$ cat src/rtl/dmac_iochannel_master.sv
// DMA bus initiator: splits one command into boundary- and length-limited bursts
// and moves words between a stream port and an AXI-style AW/W/B or AR/R bus.
module dmac_iochannel_master #(
  parameter int unsigned W_D           = 32,
  parameter int unsigned W_EXT_A       = 32,
  parameter int unsigned W_BOUNDARY_A  = 12,
  parameter int unsigned W_BLEN        = 8,
  parameter int unsigned MAX_BURST_LEN = 256,
  parameter int unsigned W_SIZE        = 32
) (
  input  logic               ACLK,
  input  logic               ARESETN,
  input  logic               cmd_valid,
  output logic               cmd_ready,
  input  logic               cmd_write,
  input  logic [W_EXT_A-1:0] cmd_addr,
  input  logic [W_SIZE-1:0]  cmd_size,
  output logic               done,
  output logic               err,
  input  logic               src_valid,
  output logic               src_ready,
  input  logic [W_D-1:0]     src_data,
  output logic               dst_valid,
  input  logic               dst_ready,
  output logic [W_D-1:0]     dst_data,
  output logic               awvalid,
  output logic [W_EXT_A-1:0] awaddr,
  output logic [W_BLEN-1:0]  awlen,
  input  logic               awready,
  output logic               wvalid,
  output logic [W_D-1:0]     wdata,
  output logic               wlast,
  input  logic               wready,
  input  logic               bvalid,
  output logic               bready,
  output logic               arvalid,
  output logic [W_EXT_A-1:0] araddr,
  output logic [W_BLEN-1:0]  arlen,
  input  logic               arready,
  input  logic               rvalid,
  input  logic [W_D-1:0]     rdata,
  input  logic               rlast,
  output logic               rready
);

  localparam int unsigned ADDR_LSB = $clog2(W_D / 8);
  localparam int unsigned W_ROOM   = W_BOUNDARY_A + 1;
  localparam logic [W_EXT_A-1:0] A_MASK = ~((W_EXT_A'(1) << ADDR_LSB) - W_EXT_A'(1));

  typedef enum logic [2:0] {
    S_IDLE, S_AW, S_WDATA, S_WRESP, S_AR, S_RDATA, S_NEXT
  } state_e;

  state_e               state_q, state_d;
  logic                 write_q, write_d;
  logic [W_EXT_A-1:0]   addr_q, addr_d;
  logic [W_SIZE-1:0]    rem_q, rem_d;
  logic [W_BLEN-1:0]    len_q, len_d;
  logic [W_BLEN-1:0]    beat_q, beat_d;
  logic                 err_q, err_d;
  logic                 done_q, done_d;
  logic                 cmd_ready_q, awvalid_q, arvalid_q, bready_q;

  logic                 last_beat;
  logic [W_SIZE-1:0]    burst_words, rem_after;
  logic [W_EXT_A-1:0]   addr_after;

  // Beats of the next burst minus one: limited by words left, max length and boundary room.
  function automatic logic [W_BLEN-1:0] burst_len_m1(input logic [W_EXT_A-1:0] a,
                                                     input logic [W_SIZE-1:0]  r);
    logic [W_ROOM-1:0] room;
    logic [W_SIZE-1:0] n;
    room = {1'b1, {W_BOUNDARY_A{1'b0}}} - {1'b0, a[W_BOUNDARY_A-1:0]};
    n    = W_SIZE'(room >> ADDR_LSB);
    if (r < n) n = r;
    if (n > W_SIZE'(MAX_BURST_LEN)) n = W_SIZE'(MAX_BURST_LEN);
    return W_BLEN'(n - W_SIZE'(1));
  endfunction

  assign last_beat   = (beat_q == len_q);
  assign burst_words = W_SIZE'(len_q) + W_SIZE'(1);
  assign rem_after   = rem_q - burst_words;
  assign addr_after  = addr_q + (W_EXT_A'(burst_words) << ADDR_LSB);

  always_comb begin
    state_d = state_q;
    write_d = write_q;
    addr_d  = addr_q;
    rem_d   = rem_q;
    len_d   = len_q;
    beat_d  = beat_q;
    err_d   = err_q;
    done_d  = 1'b0;
    unique case (state_q)
      S_IDLE: begin
        if (cmd_valid) begin
          write_d = cmd_write;
          addr_d  = cmd_addr & A_MASK;
          rem_d   = cmd_size;
          err_d   = 1'b0;
          if (cmd_size == '0) begin
            state_d = S_NEXT;
            done_d  = 1'b1;
          end else begin
            state_d = cmd_write ? S_AW : S_AR;
            len_d   = burst_len_m1(cmd_addr & A_MASK, cmd_size);
          end
        end
      end
      S_NEXT: begin
        if (rem_q == '0) begin
          state_d = S_IDLE;
        end else begin
          state_d = write_q ? S_AW : S_AR;
          len_d   = burst_len_m1(addr_q, rem_q);
        end
      end
      S_AW: begin
        if (awready) begin
          state_d = S_WDATA;
          beat_d  = '0;
        end
      end
      S_AR: begin
        if (arready) begin
          state_d = S_RDATA;
          beat_d  = '0;
        end
      end
      S_WDATA: begin
        if (src_valid && wready) begin
          if (last_beat) state_d = S_WRESP;
          else           beat_d  = beat_q + W_BLEN'(1);
        end
      end
      S_WRESP: begin
        if (bvalid) begin
          addr_d  = addr_after;
          rem_d   = rem_after;
          state_d = S_NEXT;
          done_d  = (rem_after == '0);
        end
      end
      S_RDATA: begin
        if (rvalid && dst_ready) begin
          // rlast is only cross-checked; the beat counter ends the burst.
          if (rlast != last_beat) err_d = 1'b1;
          if (last_beat) begin
            addr_d  = addr_after;
            rem_d   = rem_after;
            state_d = S_NEXT;
            done_d  = (rem_after == '0);
          end else begin
            beat_d = beat_q + W_BLEN'(1);
          end
        end
      end
      default: state_d = S_IDLE;
    endcase
  end

  always_ff @(posedge ACLK or negedge ARESETN) begin
    if (!ARESETN) begin
      state_q     <= S_IDLE;
      write_q     <= 1'b0;
      addr_q      <= '0;
      rem_q       <= '0;
      len_q       <= '0;
      beat_q      <= '0;
      err_q       <= 1'b0;
      done_q      <= 1'b0;
      cmd_ready_q <= 1'b1;
      awvalid_q   <= 1'b0;
      arvalid_q   <= 1'b0;
      bready_q    <= 1'b0;
    end else begin
      state_q     <= state_d;
      write_q     <= write_d;
      addr_q      <= addr_d;
      rem_q       <= rem_d;
      len_q       <= len_d;
      beat_q      <= beat_d;
      err_q       <= err_d;
      done_q      <= done_d;
      cmd_ready_q <= (state_d == S_IDLE);
      awvalid_q   <= (state_d == S_AW);
      arvalid_q   <= (state_d == S_AR);
      bready_q    <= (state_d == S_WRESP);
    end
  end

  assign cmd_ready = cmd_ready_q;
  assign done      = done_q;
  assign err       = err_q;
  assign awvalid   = awvalid_q;
  assign arvalid   = arvalid_q;
  assign bready    = bready_q;
  assign awaddr    = addr_q;
  assign araddr    = addr_q;
  assign awlen     = len_q;
  assign arlen     = len_q;

  // Zero-latency stream pass-through while a data phase is active.
  assign wvalid    = (state_q == S_WDATA) & src_valid;
  assign wdata     = src_data;
  assign wlast     = (state_q == S_WDATA) & last_beat;
  assign src_ready = (state_q == S_WDATA) & wready;
  assign dst_valid = (state_q == S_RDATA) & rvalid;
  assign dst_data  = rdata;
  assign rready    = (state_q == S_RDATA) & dst_ready;

endmodule

$ cat config.mk
export PLATFORM = sky130hd
export DESIGN_NAME = dmac_iochannel_master
export DESIGN_NICKNAME = d
export VERILOG_FILES = /design/src/rtl/dmac_iochannel_master.sv
export SDC_FILE = /design/constraint.sdc
export NUM_CORES = 1
export LEC_CHECK = 0
export BUFFER_PORTS_ARGS = -buffer_cell sky130_fd_sc_hd__buf_2
export CORE_UTILIZATION = 50
export CTS_CLUSTER_SIZE = 10
export DETAILED_ROUTE_END_ITERATION = 8
export PLACE_DENSITY = 0.87
export SYNTH_ARGS = -nofsm -noshare
export SYNTH_HDL_FRONTEND = slang
export SYNTH_SLANG_ARGS = --single-unit
$ cat constraint.sdc
create_clock -name ACLK -period 11.2 [get_ports ACLK]
set_clock_uncertainty 0.1 [all_clocks]
set_input_delay 1.68 -clock ACLK [delete_from_list [all_inputs] [get_ports ACLK]]
set_output_delay 1.68 -clock ACLK [all_outputs]
set_load 0.01 [all_outputs]
==> flow_results.org <==
** Route
- Number of vias after detailed routing :: 8,366
- Avg Vias per Cell :: 6.111
- Number of nets with antenna violations after routing :: 0
- After detailed routing, the total wire length is 24,880 µm.
- After the first detailed-routing iteration, the DRC count stood at 869.
- Dividing the detail-routed wire length by the instance count gives 18.17 µm.
- For this run, design rule violations remaining after detail routing come to 0.
- For this run, the detailed router's first-pass iteration total came to 5.

** STA
- The worst pin sits at a relative slew slack of 24.68%.
- Fin crit period :: 5.803 ns
- RSZ-0062 raised after global routing :: false
- Setup total negative slack on the finished layout was measured at 0 ns.
- For the pin with the worst max-slew slack, the measured transition is 1.130 ns.
- Setup violations remaining at the end of the flow were counted as 0.
- Max Clk Rate :: 172.3 MHz
- Final Cycle Share :: 51.82%
- The number of hold violations in the final report is 0.
- Number of slew-limit violations in the final report :: 0

** Clock network
- Latest clock arrival within the worst-skew pair :: 0.36 ns
- The H-tree was split into 3 levels.
- Num CTS Buffers :: 9
- For this design, the CTS-stage hold fixing added 0 buffers.
- In this run the post-CTS setup repair buffer count came out at 0.
- Clock tree from TritonCTS :: built
- After clock tree synthesis, the clock-pin slew on the worst setup and hold paths is 0.06 ns.
- Number of clock sinks seen by CTS :: 88
- Clock root cell :: sky130_fd_sc_hd__clkbuf_16
- In this run the deepest clock path goes through 2 buffers.
- After clock tree synthesis, the repair step resized 0 gates.

** Worst setup path
- In this run the worst setup path terminates at arlen[6]$_DFFE_PN0P_.
- Data on the critical path is required at its endpoint by 11.34 ns.
- Biggest fanout along the worst timing path :: 12
- Nature of the critical path endpoint :: register
- The worst register-to-register path has a depth of 15.
- The worst register-to-register path has a setup slack of 6.19 ns.
- The critical path starts at cmd_addr[2].
- Data arrives at the worst endpoint at 5.94 ns.
- The worst setup path is of the primary input to register kind.
- Startpoint Class :: primary input
- The worst register-to-register path ends at arlen[6]$_DFFE_PN0P_.
- Launch point of the worst reg-to-reg path :: araddr[5]$_DFFE_PN0P_

** Power
- VDD sags by at most 138.9 µV.
- Cell internal power was estimated by the tool at 1.438 mW.
- Combinational cell fraction of total power :: 65.7%
- Sequential cells account for 24.2% of the total power.
- PwrDens :: 335.6 nW/µm²
- Proportion of power drawn by the clock network :: 10.2%
- Total power after layout :: 3.044 mW
- Leakage power :: 3.926 nW
- In this run the power spent charging and discharging nets is 1.606 mW.
- Fraction of power spent switching nets :: 52.76%

** Outcome
- The run finished with clean final reports.

** Die
- The floorplan step defined a die boundary enclosing 17,770 µm².
- Initial standard-cell utilization of the core :: 51.63%
- Std-Cell Rows :: 47
- The core region is 16,700 µm².
- 295 I/O pins were placed.
- In this run the horizontal extent of the chip is 133.3 µm.
- Measured along the y axis, the die boundary spans 133.3 µm.

** Min path
- Worst hold stages :: 2
- The path class of the tightest hold or removal check is register to register.

** Layout
- Post-Route Utilization :: 54.32%
- In the final layout, the share of cells above drive strength 1 is 18.71%.
- From synthesis to final layout, the design area changed by 5.224%.
- Net count of the finished layout :: 1,330
- Post-Layout Inst Area :: 9072 µm²
- Leaving out fill and tap cells, the most frequent cell in the layout is sky130_fd_sc_hd__buf_2.
- # fillers :: 1,596
- Commonest non-fill, non-tap cells in the layout :: 159 x sky130_fd_sc_hd__buf_2, 101 x sky130_fd_sc_hd__nand2_1, 97 x sky130_fd_sc_hd__a21oi_1
- N_diodes :: 0

** Placed design
- Weighted congestion at the end of routability-driven global placement :: 0.9442
- During placement, the flow inserted port buffers numbering 160.
- The HPWL after detailed placement is 18,570 µm.
- Standard cell area after detailed placement :: 8780 µm²

** Global routing
- First-pass GRT wire length :: 39,680 µm
- The initial antenna violation count is 0.
- Number of global-route vias before repair :: 7,653
- Entering global routing, the biggest net connects 82 pins.
- Summed over all layers, the global routing overflow is 0.
- Tot GR Track Use :: 27.92%

** Synth
- Summing the areas of all fa, ha and maj instances in the mapped netlist gives 6.850% of the synthesized area.
- Synthesis inferred 88 register bits.
- XOR/XNOR Fraction of Synth Area :: 6.182%
- Number of enable-type register cells in the synthesized netlist :: 0
- The number of different library cells used by synthesis comes to 90.
- Netlist area before placement :: 8622 µm²
- Among all flip-flop cells after synthesis, the most frequent one is sky130_fd_sc_hd__dfrtp_1.
- Summing the areas of all compound-gate instances in the mapped netlist gives 23.97% of the synthesized area.
- Instance count of the mapped netlist :: 1,123
- In the synthesized netlist the async set-or-reset flop fraction comes to 100.0%.
- Area fraction in and, or, nand and nor cells after synthesis :: 21.81%
- Seq/Total Area, Yosys :: 25.56%
- After synthesis, the largest family of logic cells by area is compound AO/OA/AOI/OAI gates.
- Of the post-synthesis cell area, the part taken by muxes is 1.408%.
- Yosys warns :: 0
- In this run the mean area of a mapped cell was 7.678 µm².

** Run
- Max-cap violations in this run came to 0.
[worst max-delay path, cell delays in order]
cell	delay, ns
sky130_fd_sc_hd__buf_2	0.14
sky130_fd_sc_hd__inv_1	0.08
sky130_fd_sc_hd__ha_1	0.24
sky130_fd_sc_hd__or4b_4	0.53
sky130_fd_sc_hd__or4_4	0.46
sky130_fd_sc_hd__xnor2_2	0.17
sky130_fd_sc_hd__ha_1	0.19
sky130_fd_sc_hd__a21oi_1	0.12
sky130_fd_sc_hd__nor2b_1	0.06
sky130_fd_sc_hd__nor4_1	0.42
sky130_fd_sc_hd__o21a_1	0.43
sky130_fd_sc_hd__o31a_1	0.41
sky130_fd_sc_hd__o22a_1	0.25
sky130_fd_sc_hd__ha_1	0.24
sky130_fd_sc_hd__nand3_1	0.11
sky130_fd_sc_hd__xnor2_1	0.14
sky130_fd_sc_hd__mux2_2	0.26
[how the worst min path moves through the flow]
stage	end	start
4_1_cts	err$_DFFE_PN0P_	err$_DFFE_PN0P_
3_5_place_dp	err$_DFFE_PN0P_	err$_DFFE_PN0P_
6_report	err$_DFFE_PN0P_	err$_DFFE_PN0P_
2_1_floorplan	rem_q[25]$_DFFE_PN0P_	rem_q[25]$_DFFE_PN0P_
5_1_grt	err$_DFFE_PN0P_	err$_DFFE_PN0P_
3_3_place_gp	err$_DFFE_PN0P_	err$_DFFE_PN0P_
[routing by layer]
layer / GRT usage [%] / routed length (µm) / vias to the layer above
met5: 0 / 0 / -
met2: 45.80 / 11680 / 389
met3: 3.767 / 1597 / 51
li1: - / - / 3992
met1: 37.66 / 10910 / 3934
met4: 9.722 / 696 / 0
[Yosys cell counts (4+ instances only)]
| master | instances | area, µm² |
|---|---|---|
| sky130_fd_sc_hd__a22oi_1 | 7 | 52.55 |
| sky130_fd_sc_hd__nor4_1 | 17 | 106.4 |
| sky130_fd_sc_hd__o211ai_1 | 9 | 67.56 |
| sky130_fd_sc_hd__and4_1 | 5 | 43.79 |
| sky130_fd_sc_hd__nor2_1 | 88 | 330.3 |
| sky130_fd_sc_hd__nor2b_1 | 11 | 68.82 |
| sky130_fd_sc_hd__o21a_1 | 9 | 67.56 |
| sky130_fd_sc_hd__nand3_1 | 38 | 190.2 |
| sky130_fd_sc_hd__a311oi_1 | 4 | 35.03 |
| sky130_fd_sc_hd__o21bai_1 | 5 | 37.54 |
| sky130_fd_sc_hd__or3_1 | 10 | 62.56 |
| sky130_fd_sc_hd__xor2_1 | 19 | 166.4 |
| sky130_fd_sc_hd__a211oi_1 | 9 | 67.56 |
| sky130_fd_sc_hd__nand2_1 | 101 | 379.1 |
| sky130_fd_sc_hd__clkbuf_1 | 46 | 172.7 |
| sky130_fd_sc_hd__o22ai_1 | 25 | 156.4 |
| sky130_fd_sc_hd__o22a_1 | 4 | 35.03 |
| sky130_fd_sc_hd__a21oi_1 | 97 | 485.5 |
| sky130_fd_sc_hd__o2111ai_1 | 4 | 35.03 |
| sky130_fd_sc_hd__inv_1 | 52 | 195.2 |
| sky130_fd_sc_hd__nand2b_1 | 6 | 37.54 |
| sky130_fd_sc_hd__buf_4 | 108 | 810.8 |
| sky130_fd_sc_hd__ha_1 | 44 | 550.5 |
| sky130_fd_sc_hd__nand3b_1 | 4 | 30.03 |
| sky130_fd_sc_hd__mux2i_1 | 5 | 50.05 |
| sky130_fd_sc_hd__dfrtp_1 | 87 | 2177 |
| sky130_fd_sc_hd__a21o_1 | 9 | 67.56 |
| sky130_fd_sc_hd__nor3_1 | 39 | 195.2 |
| sky130_fd_sc_hd__nand4_1 | 12 | 75.07 |
| sky130_fd_sc_hd__o31ai_1 | 7 | 52.55 |
| sky130_fd_sc_hd__a31oi_1 | 14 | 87.58 |
| sky130_fd_sc_hd__mux2_2 | 5 | 56.30 |
| sky130_fd_sc_hd__xnor2_1 | 40 | 350.3 |
| sky130_fd_sc_hd__a41o_1 | 4 | 40.04 |
| sky130_fd_sc_hd__nand4b_1 | 5 | 43.79 |
| sky130_fd_sc_hd__and3_1 | 16 | 100.1 |
| sky130_fd_sc_hd__o21ai_0 | 78 | 390.4 |
| sky130_fd_sc_hd__nor3b_1 | 6 | 45.04 |
[final cells by class]
type,instances,area (µm²),area share [%]
Tap cell,220,275.3,3.034
Clock buffer,13,250.2,2.758
Sequential cell,88,2203,24.29
Timing Repair Buffer,168,863.3,9.516
Clock inverter,3,42.54,0.4689
Multi-Input combinational cell,825,5243,57.79
Inverter,52,195.2,2.151
[power by group through the flow]
stage	Sequential, mW	Combinational [mW]	Clock (mW)
after CTS	0.726	1.97	0.316
after floorplan	0.655	1.56	0
after global placement	0.724	1.91	0
final	0.735	2.00	0.310
after global routing	0.760	2.22	0.324
after detailed placement	0.732	1.96	0
[metrics by stage]
step / instances / hold WS, ns / setup WS, ns
after CTS: 1369 / 0.4108 / 5.410
after global routing: 1369 / 0.4594 / 5.093
after floorplan: 1126 / 0.3704 / 5.804
after detailed placement: 1353 / 0.3933 / 5.053
final: 1369 / 0.4037 / 5.397
after global placement: 1353 / 0.3817 / 5.138
[flip-flops by register name, summed over array words and instances (netlist names)]
name       cells
err            1
bready         1
arlen          8
araddr        30
awvalid        1
done           1
arvalid        1
state_q        3
write_q        1
beat_q         8
rem_q         32
cmd_ready      1
[logic make-up after synthesis]
group,Yosys count
simple gates,378
compound gates,326
buf+inv,213
flops,88
xor+xnor,60
fa+ha+maj,46
mux,11
other cells,1
Power figures use the tool's default switching activity.
